## config.mk

```make
export PLATFORM = sky130hd
export DESIGN_NAME = alu_unit
export DESIGN_NICKNAME = d
export VERILOG_FILES = /design/src/rtl/alu_pkg.sv /design/src/rtl/alu_comb.sv /design/src/rtl/alu_unit.sv
export SDC_FILE = /design/constraint.sdc
export NUM_CORES = 1
export LEC_CHECK = 0
export BUFFER_PORTS_ARGS = -buffer_cell sky130_fd_sc_hd__buf_4
export CORE_MARGIN = 10
export CORE_UTILIZATION = 55
export DETAILED_ROUTE_END_ITERATION = 10
export PLACE_DENSITY = 0.93
export SLEW_MARGIN = 20
export SYNTH_ARGS = -nofsm -noshare
export SYNTH_HDL_FRONTEND = slang
export SYNTH_HIERARCHICAL = 1
export SYNTH_SLANG_ARGS = --single-unit
```

## constraint.sdc

```tcl
create_clock -name clk -period 3.8 [get_ports clk]
set_input_delay 0 -clock clk [delete_from_list [all_inputs] [get_ports clk]]
set_output_delay 0 -clock clk [all_outputs]
set_load 0.1 [all_outputs]
```

## src/rtl/alu_pkg.sv

```systemverilog
// Shared definitions for the 4-bit execute-stage ALU: opcodes, width and the
// bundled result/flag type passed from the combinational core to the register.
package alu_pkg;

  localparam int ALU_W = 4;

  localparam logic [2:0] OP_ADD = 3'b000;
  localparam logic [2:0] OP_SUB = 3'b001;
  localparam logic [2:0] OP_AND = 3'b010;
  localparam logic [2:0] OP_OR  = 3'b011;
  localparam logic [2:0] OP_XOR = 3'b100;
  localparam logic [2:0] OP_NOT = 3'b101;
  localparam logic [2:0] OP_SHL = 3'b110;
  localparam logic [2:0] OP_SHR = 3'b111;

  typedef struct packed {
    logic [ALU_W-1:0] res;
    logic             carry;
    logic             zero;
    logic             ovf;
  } alu_res_t;

  localparam alu_res_t ALU_RESET = '{res: '0, carry: 1'b0, zero: 1'b1, ovf: 1'b0};

  function automatic logic is_zero(input logic [ALU_W-1:0] v);
    return (v == '0);
  endfunction

endpackage

```

## src/rtl/alu_comb.sv

```systemverilog
// Combinational ALU core: decodes sel and produces the next result and flags.
// A 5-bit internal path captures the carry out of ADD and the borrow of SUB.
module alu_comb
  import alu_pkg::*;
(
  input  logic [2:0]       sel,
  input  logic [ALU_W-1:0] IN0,
  input  logic [ALU_W-1:0] IN1,
  output alu_res_t         nxt
);

  logic [ALU_W:0] sum;
  logic [ALU_W:0] diff;

  assign sum  = {1'b0, IN0} + {1'b0, IN1};
  assign diff = {1'b0, IN0} - {1'b0, IN1};

  always_comb begin
    nxt = '0;
    unique case (sel)
      OP_ADD: begin
        nxt.res   = sum[ALU_W-1:0];
        nxt.carry = sum[ALU_W];
        nxt.ovf   = (IN0[ALU_W-1] == IN1[ALU_W-1]) && (sum[ALU_W-1] != IN0[ALU_W-1]);
      end
      OP_SUB: begin
        // diff[4] is set exactly when IN0 < IN1 unsigned, i.e. the borrow
        nxt.res   = diff[ALU_W-1:0];
        nxt.carry = diff[ALU_W];
        nxt.ovf   = (IN0[ALU_W-1] != IN1[ALU_W-1]) && (diff[ALU_W-1] != IN0[ALU_W-1]);
      end
      OP_AND: nxt.res = IN0 & IN1;
      OP_OR:  nxt.res = IN0 | IN1;
      OP_XOR: nxt.res = IN0 ^ IN1;
      OP_NOT: nxt.res = ~IN0;
      OP_SHL: begin
        nxt.res   = {IN0[ALU_W-2:0], 1'b0};
        nxt.carry = IN0[ALU_W-1];
      end
      OP_SHR: begin
        nxt.res   = {1'b0, IN0[ALU_W-1:1]};
        nxt.carry = IN0[0];
      end
      default: nxt = '0;
    endcase
    nxt.zero = is_zero(nxt.res);
  end

endmodule

```

## src/rtl/alu_unit.sv

```systemverilog
// Execute-stage ALU: registers the result and flags from alu_comb each clock.
// No handshake: one operation is sampled on every rising clk, visible after that edge.
module alu_unit
  import alu_pkg::*;
(
  input  logic             clk,
  input  logic             rst,
  input  logic [2:0]       sel,
  input  logic [ALU_W-1:0] IN0,
  input  logic [ALU_W-1:0] IN1,
  output logic [ALU_W-1:0] OUT,
  output logic             CARRY,
  output logic             ZERO,
  output logic             OVF
);

  alu_res_t nxt;
  alu_res_t q;

  alu_comb u_comb (
    .sel (sel),
    .IN0 (IN0),
    .IN1 (IN1),
    .nxt (nxt)
  );

  // Flags and result share one register so ZERO always matches the OUT beside it.
  always_ff @(posedge clk) begin
    if (rst) q <= ALU_RESET;
    else     q <= nxt;
  end

  assign OUT   = q.res;
  assign CARRY = q.carry;
  assign ZERO  = q.zero;
  assign OVF   = q.ovf;

endmodule

```

Word level (Yosys, flattened, before mapping)

Cells that the tools add are included.

Input port bits: 13
Register bits: 7
Word-level logic and storage cells: 28

Mux-type cells: 3
Add/sub/neg operators: 2
Reductions and logical operators: 4
Equality and inequality tests: 11
Bitwise gates (word level): 4

Operators by type and width:

| kind                 | count |
|---|---|
| $pmux W4 S8          | 1 |
| $eq A3 B3 Y1 const B | 4 |
| $eq A3 B2 Y1 const B | 2 |
| $add A4 B4 Y5        | 1 |
| $sub A4 B4 Y5        | 1 |
| $and A4 B4 Y4        | 1 |
| $logic_not A4 Y1     | 1 |
| $not A4 Y4           | 1 |
| $or A4 B4 Y4         | 1 |
| $pmux W1 S4          | 1 |
| $xor A4 B4 Y4        | 1 |
| $eq A3 B1 Y1 const B | 1 |
| $logic_not A3 Y1     | 1 |
| $ne A1 B1 Y1         | 3 |
| $logic_and A1 B1 Y1  | 2 |
| $pmux W1 S2          | 1 |
| $eq A1 B1 Y1         | 1 |

Depth between registers and ports, before layout

Gate-level depths: netlist (run 1).

Depth in word-level cells: 4
Mapped depth: 9
Gate-level depth less buffers: 9

Cells and area by module

Netlist (run 1), hierarchy kept.

Modules (own cells, without submodules):

| module   | area an instance (um^2) | seq. area each (um^2) | cells an instance | instances |
|---|---|---|---|---|
| alu_comb | 664.4                   | 0.0                   | 86                | 1 |
| alu_unit | 198.9                   | 140.1                 | 14                | 1 |

Worst setup path after synthesis (run 1)

No wires, ideal clock.

Kind: input -> register
From: input port IN0[0]
To: register q, in the netlist ZERO
Slack: 2.144 ns
Path buffers: 0
Arrival time: 1.598 ns
Stages: 9
Cells stage by stage: inv_1 -> ha_1 -> fa_1 -> inv_1 -> o2111a_1 -> a311oi_1 -> a31oi_1 -> nor4_2 -> or2_1

RTL lines:

| element              | RTL line       | source |
|---|---|---|
| from (decl)          | alu_unit.sv:9  | `input logic [ALU_W-1:0] IN0,` |
| to (signal assigned) | alu_unit.sv:30 | `else q <= nxt;` |
| to (decl)            | alu_unit.sv:18 | `alu_res_t q;` |

==> impl_results.md, run 1 <==
- Critical path type: in -> reg
- Top cell type's share of synthesized area: 17.4%
- Highest clock rate: 0.624 GHz
- Fin cells: 136
- RePlAce Congestion: ~0.9
- Layout Nets: approximately 150
- H-tree depth reported by CTS: 1
- Worst IR Drop VDD: between 100 and 150 uV
- First-pass GRT wire length: about 3300 um
- Initial DRC count: 29
- Switching power: 121 uW
- Pwr dens: 286 nW/um2
- Die area: 3550 um2
- Startpoint types: input pin
- Footprint of the multi-input gates: around 630 um2
- CTS root buf: clkbuf_4
- CP Capture Type: register
- Die width: 59.6 um
- Initial antenna violation count: 0
- Lkg Pwr: 0.515 nW
- Async SR Flop Fraction: 0%
- Register area: about 140 um2
- Slew headroom: approximately 75%
- Largest cells by area after synthesis: ha_1, dfxtp_1, inv_1, and2b_2, fa_1
- Core Rows: 14
- Vias: between 700 and 800
- Via/cell ratio: 5.74
- Most common cell in the netlist: inv_1
- Initial Util: roughly 58%
- Post-synth EDFFs: 0
- DR DRC count: 0
- Least-Margin Pin Slew: 0.367 ns
- Pins over their slew limit: 0
- TritonRoute pass-1 iters: 4
- Largest net degree at the start of global routing: 18
- Ant. Diodes: 0
- Combinational share of power: 49.8%
- Grt ovf: 0
- Post-Syn Area per Cell: 8.63 um2
- CTS buffer count: 3
- Power share of the clock group: 22.5%
- Crit path time final: 1.60 ns
- Antenna viol nets, final: 0
- Chip Height: 59.6 um
- Worst EP required: 3.99 ns
- Total Wirelength: 1930 um
- IO Count: 20
- Max Cap Violations: 0
- Post-synth top flop: dfxtp_1
- Core area: 1490 um2
- Post-synth top area cell: ha_1
- CP Data Arrival Time: 1.80 ns
- TritonCTS clock tree: done
- Net Sw Frac: about two fifths
- Fillcell total: approximately 130
- Clock Path Buffers: 2
- Drt wl/cell: 14.2 um
- Netlist cell types: 38
- Setup TNS: 0 ns
- Unrepaired setup endpoints after global routing: no
- Number of port buffers: 19
- Cell area after synthesis: 863 um2
- Hold Crit Class: in -> reg
- P&R area growth vs syn: 18.3%
- Reg clk slew, reported paths: 0.05 ns
- #FFs+latches synth: 7
- Synth cell count leaders: inv_1, ha_1, dfxtp_1
- Mapped Nets: roughly 130
- Internal power: 171 uW
- Post-CTS Setup Inserts: 0
- Post-synthesis cell count: 100
- Ys Warns: 6
- Power Total: just under 300 uW
- Status: complete, no violations
- Share of cells above drive strength 1: 25.0%
- Dpl hpwl: 1590 um
- CTS sink cnt: 7
- Post-route clock period utilization: 42.2%
- GRT Total Usage: between 10% and 20%
- Worst-path fanout max: 5
- Placed cells: 131
- Vias in the first global route: 768
- Final hold viol count: 0
- Flop pwr share: 27.6%
- Final setup viols: 0
- Register area share after synthesis: between 10% and 20%
placed cells by master (no fill, tap or decap), types with 2 or more instances in the layout:
cell type and n:
buf_4 19, inv_1 14, ha_1 12, dfxtp_1 7, and2b_2 6, nand2_1 6
nor2_1 6, a21oi_1 6, o21ai_0 4, clkbuf_4 3, mux2i_1 3, xnor2_1 3
nor3b_1 2, o211ai_1 2, fa_1 2
cell type report:
type,instances,share of cell area (%)
Tap cell,16,1.96
Timing Repair Buffer,20,15.0
Inverter,14,5.15
Sequential cell,7,13.7
Multi-Input combinational cell,75,61.6
Clock buffer,4,2.57
critical path, cell delays in order:
cell	delay, ns
buf_4	0.10
inv_1	0.05
ha_1	0.22
fa_1	0.48
inv_1	0.04
o2111a_1	0.21
a311oi_1	0.24
a31oi_1	0.10
nor4_2	0.24
or2_1	0.12
timing repair:
action                    4_1_cts  5_1_grt
resized for setup               0        0
hold buffers                    1        0
hold endpoints to repair        1        0
state kept, by name, indices dropped and copies added, names as in the netlist:
register,flops
OUT,4
OVF,1
CARRY,1
ZERO,1
per-layer routing:
layer / vias up / global-route usage (%) / wire [um]
li1: 388 / - / -
met1: 366 / 12.7 / 807
met2: 27 / 20.1 / 992
met3: 0 / 2.58 / 130
met4: 0 / 4.81 / 0
met5: - / 0 / 0
power groups by stage:
stage	clock network (mW)	logic, mW	registers, mW
final	0.0658	0.146	0.0807
after global routing	0.0716	0.159	0.0811
after global placement	0	0.141	0.0822
after detailed placement	0	0.144	0.0823
after floorplan	0	0.0683	0.125
after CTS	0.0693	0.145	0.0809
per-stage QoR:
step                util, %  hold WS (ns)  setup slack (ns)  area (um2)
detailed placement     66.1         0.239              1.94         985
global route           68.6         0.217              2.09        1020
global placement       66.1         0.227              1.98         985
CTS                    68.6         0.198              2.21        1020
finish                 68.6         0.216              2.20        1020
floorplan                 -        0.0999              2.14         863
path summary, 6_finish.rpt:
check   start  cells after the start           endpoint  slack (ns)
max    IN0[0]                     10    ZERO$_SDFF_PP1_        2.20
min    sel[1]                      3  OUT[2]$_SDFF_PP0_        0.22
cell families (layout without fill, tap and decap cells):
| group | after synthesis | in the layout | share of synthesized area (%) |
|---|---|---|---|
| AND/OR/NAND/NOR | 27 | 27 | 19.3 |
| AO/OA/AOI/OAI | 26 | 26 | 21.0 |
| buffers and inverters | 18 | 38 | 10.9 |
| adder cells (fa/ha/maj) | 14 | 14 | 22.0 |
| flip-flops | 7 | 7 | 16.2 |
| XOR/XNOR | 4 | 4 | 4.06 |
| multiplexers | 4 | 4 | 6.52 |
Power figures use the tool's default switching activity.
==> run 2, diff against run 1 <==
Settings changed: CORE_UTILIZATION 55 to 52, PLACE_DENSITY 0.93 to 0.89.
Clock period 3.8 ns to 1.55 ns, I/O delays scaled along.
==> run 2 against run 1 <==
Via count grew 6.4%. Die area grew 3.8%. Worst setup slack lost 2.1 ns. Largest power group unchanged.
==> impl_results.md, run 2 (synthesis results as in run 1) <==
- Status: complete, no violations
- Chip Height: slightly above 60 um
- GRT Total Usage: 12.4%
- RePlAce Congestion: between 0.9 and 1
- Reg clk slew, reported paths: about 0.050 ns
- CTS sink cnt: 7
- Startpoint types: input pin
- Pre-CTS setup slack: -0.229 ns
- Core Rows: 14
- Critical path type: in -> reg
- Slew headroom: 72.7%
- Max reg flops: 4
- Worst EP required: around 1.7 ns
- Most frequent cells in the layout: buf_4, inv_1, ha_1
- DP Area: 1100 um2
- Worst-path fanout max: 3
- Final hold viol count: 0
- H-tree depth reported by CTS: 1
- Number of port buffers: 19
- IO Count: 20
- Ant. Diodes: 0
- TritonRoute pass-1 iters: 3
- Via/cell ratio: 5.50
- Largest net degree at the start of global routing: 18
- Unrepaired setup endpoints after global routing: yes
- Final Worst Setup Slack: around 0.082 ns
- Worst IR Drop VDD: roughly 390 uV
- Hold Crit Class: in -> reg
- Final setup viols: 0
- Die width: ~60 um
- Least-Margin Pin Slew: 0.399 ns
- Lkg Pwr: between 0.5 and 0.6 nW
- Total Wirelength: around 2200 um
- CP Data Arrival Time: 1.60 ns
- DR DRC count: 0
- Die area: 3690 um2
- Initial Util: roughly 56%
- Drt wl/cell: 14.5 um
- TritonCTS clock tree: done
- Crit path time final: 1.47 ns
- Initial DRC count: 8
- Dpl hpwl: 1790 um
- Vias in the first global route: 888
- Vias: 831
- Setup TNS: 0 ns
- Pins over their slew limit: 0
- Share of cells above drive strength 1: between 30% and 40%
- CTS buffer count: 3
- Final Cell Area: 1150 um2
- P&R area growth vs syn: 33.6%
- Post-route clock period utilization: 94.7%
- Post-CTS Setup Inserts: 0
- Grt ovf: 0
- Pwr dens: 660 nW/um2
- First-pass GRT wire length: 3680 um
- Max Cap Violations: 0
- Power Total: 762 uW
- Layout Nets: about 160
- Clock Path Buffers: 2
- CP Capture Type: register
- Initial antenna violation count: 0
- Core area: 1540 um2
- Most common cell after layout, fill and taps aside: buf_4
- CTS root buf: clkbuf_4
- Highest clock rate: between 0.6 and 0.7 GHz
- Antenna viol nets, final: 0
run 2: cell count changes in the layout (fill, tap and decap cells not counted), sizes merged:
cell / before / now
buf: 19 / 34
run 2: final timing paths:
check   start                end  slack [ns]  depth (start not counted)
max    IN0[0]    ZERO$_SDFF_PP1_        0.08                         10
min    sel[1]  OUT[2]$_SDFF_PP0_        0.19                          3
run 2: worst max-delay path, stage by stage:
cell	delay, ns
buf_4	0.12
inv_1	0.06
ha_2	0.21
fa_1	0.42
inv_1	0.08
o2111a_1	0.20
a311oi_2	0.04
a31oi_1	0.21
nor4_2	0.05
or2_1	0.20
run 2: stage by stage:
step	hold WS, ns	instances	util [%]
3_5_place_dp	0.230	146	71.3
3_3_place_gp	0.226	146	71.3
6_report	0.192	151	74.8
4_1_cts	0.201	151	73.7
2_1_floorplan	0.0971	100	-
5_1_grt	0.198	151	74.8
run 2: layout make-up:
type	instances	area, um2
clock buffer	4	26.3
fill	132	388
inverter	14	52.6
multi-input combinational	75	649
sequential	7	140
tap	16	20.0
timing repair buffer	35	265
run 2: where the power goes:
| part | total, mW | internal, mW | leakage, nW | switching (mW) |
|---|---|---|---|---|
| Clock | 0.159 | 0.0978 | 0.0150 | 0.0607 |
| Combinational | 0.405 | 0.161 | 0.512 | 0.244 |
| Sequential | 0.198 | 0.195 | 0.0580 | 0.00349 |
| Total | 0.762 | 0.454 | 0.585 | 0.308 |
run 2: repair_timing:
item	CTS	global route
hold endpoints to repair	1	0
endpoints found under the setup margin	0	1
gates resized for setup	0	4
hold buffers	1	0
run 2: layer usage:
layer / global-route usage [%] / wire [um] / vias to the layer above / share of wire [%]
met3: 2.71 / 75 / 0 / 3.4
li1: - / - / 418 / -
met1: 14.7 / 957 / 394 / 44
met4: 2.82 / 0 / 0 / 0
met5: 0 / 0 / - / 0
met2: 22.1 / 1160 / 19 / 53
==> run 3, diff against run 2 <==
Settings changed: CORE_UTILIZATION 52 to 47, PLACE_DENSITY 0.89 to 0.86.
Clock period 1.55 ns to 1.3 ns, I/O delays scaled along.
==> run 3 against run 2 <==
The flow now finishes with violations (negative setup slack). Worst setup slack worse by 0.32 ns. Critical path depth unchanged. Combinational power up 34%. Utilization up 2.0 points. Clock-buffer cell count unchanged. Hold slack better by 0.044 ns. Non-clock buffer count up 10. Via count up 10%. Design area up 15%. Highest routed layer is now met4.
==> impl_results.md, run 3 (synthesis results as in run 1) <==
- Internal power: 575 uW
- Hold Crit Class: in -> reg
- Post-route clock period utilization: 118%
- Highest clock rate: 0.652 GHz
- Switching power: 384 uW
- GRT Total Usage: roughly an eighth
- CTS sink cnt: 7
- Antenna viol nets, final: 0
- Core area: approximately 1700 um2
- Lkg Pwr: between 0.6 and 0.7 nW
- Clock Path Buffers: 2
- Final Worst Setup Slack: -0.234 ns
- Worst-path fanout max: 2
- IO Count: 20
- Pwr dens: 723 nW/um2
- Initial antenna violation count: 0
- Final hold viol count: 0
- TritonRoute pass-1 iters: 4
- Via/cell ratio: about 5.4
- H-tree depth reported by CTS: 1
- Most common cell after layout, fill and taps aside: buf_4
- Initial Util: 50.0%
- Grt ovf: 0
- Max Cap Violations: 0
- Flop pwr share: 24.7%
- Net Sw Frac: 40.0%
- CTS root buf: clkbuf_4
- Most frequent cells in the layout: buf_4, inv_1, ha_1
- Failing checks: negative setup slack
- Worst EP required: 1.48 ns
- Setup TNS: -0.532 ns
- Least-Margin Pin Slew: 0.426 ns
- Status: finished with violations
- Chip Height: 62.9 um
- Dpl hpwl: approximately 1800 um
- Drt wl/cell: 14.6 um
- Hold Path End: OUT[2]$_SDFF_PP0_
- Max reg flops: 4
- Critical Path Start: IN0[0]
- Unrepaired setup endpoints after global routing: yes
- Critical path type: in -> reg
- DR WL met3: 145 um
- Largest net degree at the start of global routing: 13
- Combinational share of power: 56.6%
- Die width: approximately 63 um
- TritonCTS clock tree: done
- Total Wirelength: approximately 2500 um
- Crit path time final: 1.53 ns
- First-pass GRT wire length: about 4200 um
- Final setup viols: 5
- Share of cells above drive strength 1: 46.2%
- Startpoint types: input pin
- CP Data Arrival Time: 1.71 ns
- Power share of the clock group: 18.7%
- DRT met1 WL: 959 um
- Reg clk slew, reported paths: 0.05 ns
- Slew headroom: 71.5%
- Vias in the first global route: 939
- CP Capture Type: register
- P&R area growth vs syn: 53.6%
- WL met2: 1290 um
- Ant. Diodes: 0
- WHS Path Cells: 3
- Pins over their slew limit: 0
- Worst IR Drop VDD: 392 uV
- Initial DRC count: 35
- Fillcell total: about 110
- DR DRC count: 0
- CTS buffer count: 3
- Die area: between 3000 and 4000 um2
- Vias: 918
- Worst min-delay path startpoint: sel[1]
- RePlAce Congestion: 0.954
- Number of port buffers: 19
- Core Rows: 15
- Layout Nets: 173
- Max layer used: met4
- Final Util: 76.8%
## run 3: layout make-up
type | count | area, um2 | area share [%]
multi-input combinational | 75 | 696 | 52.5
timing repair buffer | 45 | 364 | 27.5
sequential | 7 | 140 | 10.6
inverter | 14 | 68.8 | 5.19
tap | 25 | 31.3 | 2.36
clock buffer | 4 | 26.3 | 1.98
## run 3: how the worst max path moves through the flow
stage | cells past startpoint | to | slack, ns
6_report | 10 | ZERO$_SDFF_PP1_ | -0.23
5_1_grt | 11 | ZERO$_SDFF_PP1_ | -0.37
4_1_cts | 10 | ZERO$_SDFF_PP1_ | -0.24
3_5_place_dp | 10 | ZERO$_SDFF_PP1_ | -0.50
3_3_place_gp | 10 | ZERO$_SDFF_PP1_ | -0.44
2_1_floorplan | 9 | ZERO$_SDFF_PP1_ | -0.23
## run 3: power groups by stage
stage               clock, mW  sequential, mW  combinational (mW)
floorplan                   0           0.364               0.215
global placement            0           0.240               0.483
detailed placement          0           0.241               0.493
CTS                     0.186           0.237               0.517
global route            0.199           0.239               0.582
finish                  0.180           0.237               0.543
## run 3: metal layers
| layer | up-vias | global-route usage [%] |
|---|---|---|
| met5 | - | 0 |
| met4 | 0 | 3.91 |
| met3 | 8 | 1.79 |
| met2 | 41 | 24.1 |
| met1 | 431 | 12.9 |
| li1 | 438 | - |
## run 3: critical path, cell delays in order
cell and delay [ns]:
buf_12 0.10, inv_12 0.03, ha_4 0.15, fa_1 0.47
inv_1 0.04, o2111a_1 0.23, a311oi_2 0.22, a31oi_2 0.08
nor4_2 0.27, or2_1 0.13
## run 3: per-stage QoR
step / cell area [um2] / power [mW] / hold WS (ns) / setup slack (ns) / cells
2_1_floorplan: 912 / 0.579 / 0.0971 / -0.233 / 100
3_3_place_gp: 1210 / 0.724 / 0.225 / -0.440 / 162
3_5_place_dp: 1210 / 0.734 / 0.237 / -0.500 / 162
4_1_cts: 1310 / 0.940 / 0.207 / -0.235 / 170
5_1_grt: 1330 / 1.02 / 0.244 / -0.368 / 170
6_report: 1330 / 0.959 / 0.236 / -0.234 / 170
## run 3: what timing repair did
item                       4_1_cts  5_1_grt
resized for setup                9        5
pin swaps                       10        8
hold endpoints to repair         1        0
hold buffers                     1        0
setup endpoints to repair        6        6
setup buffers                    3        0
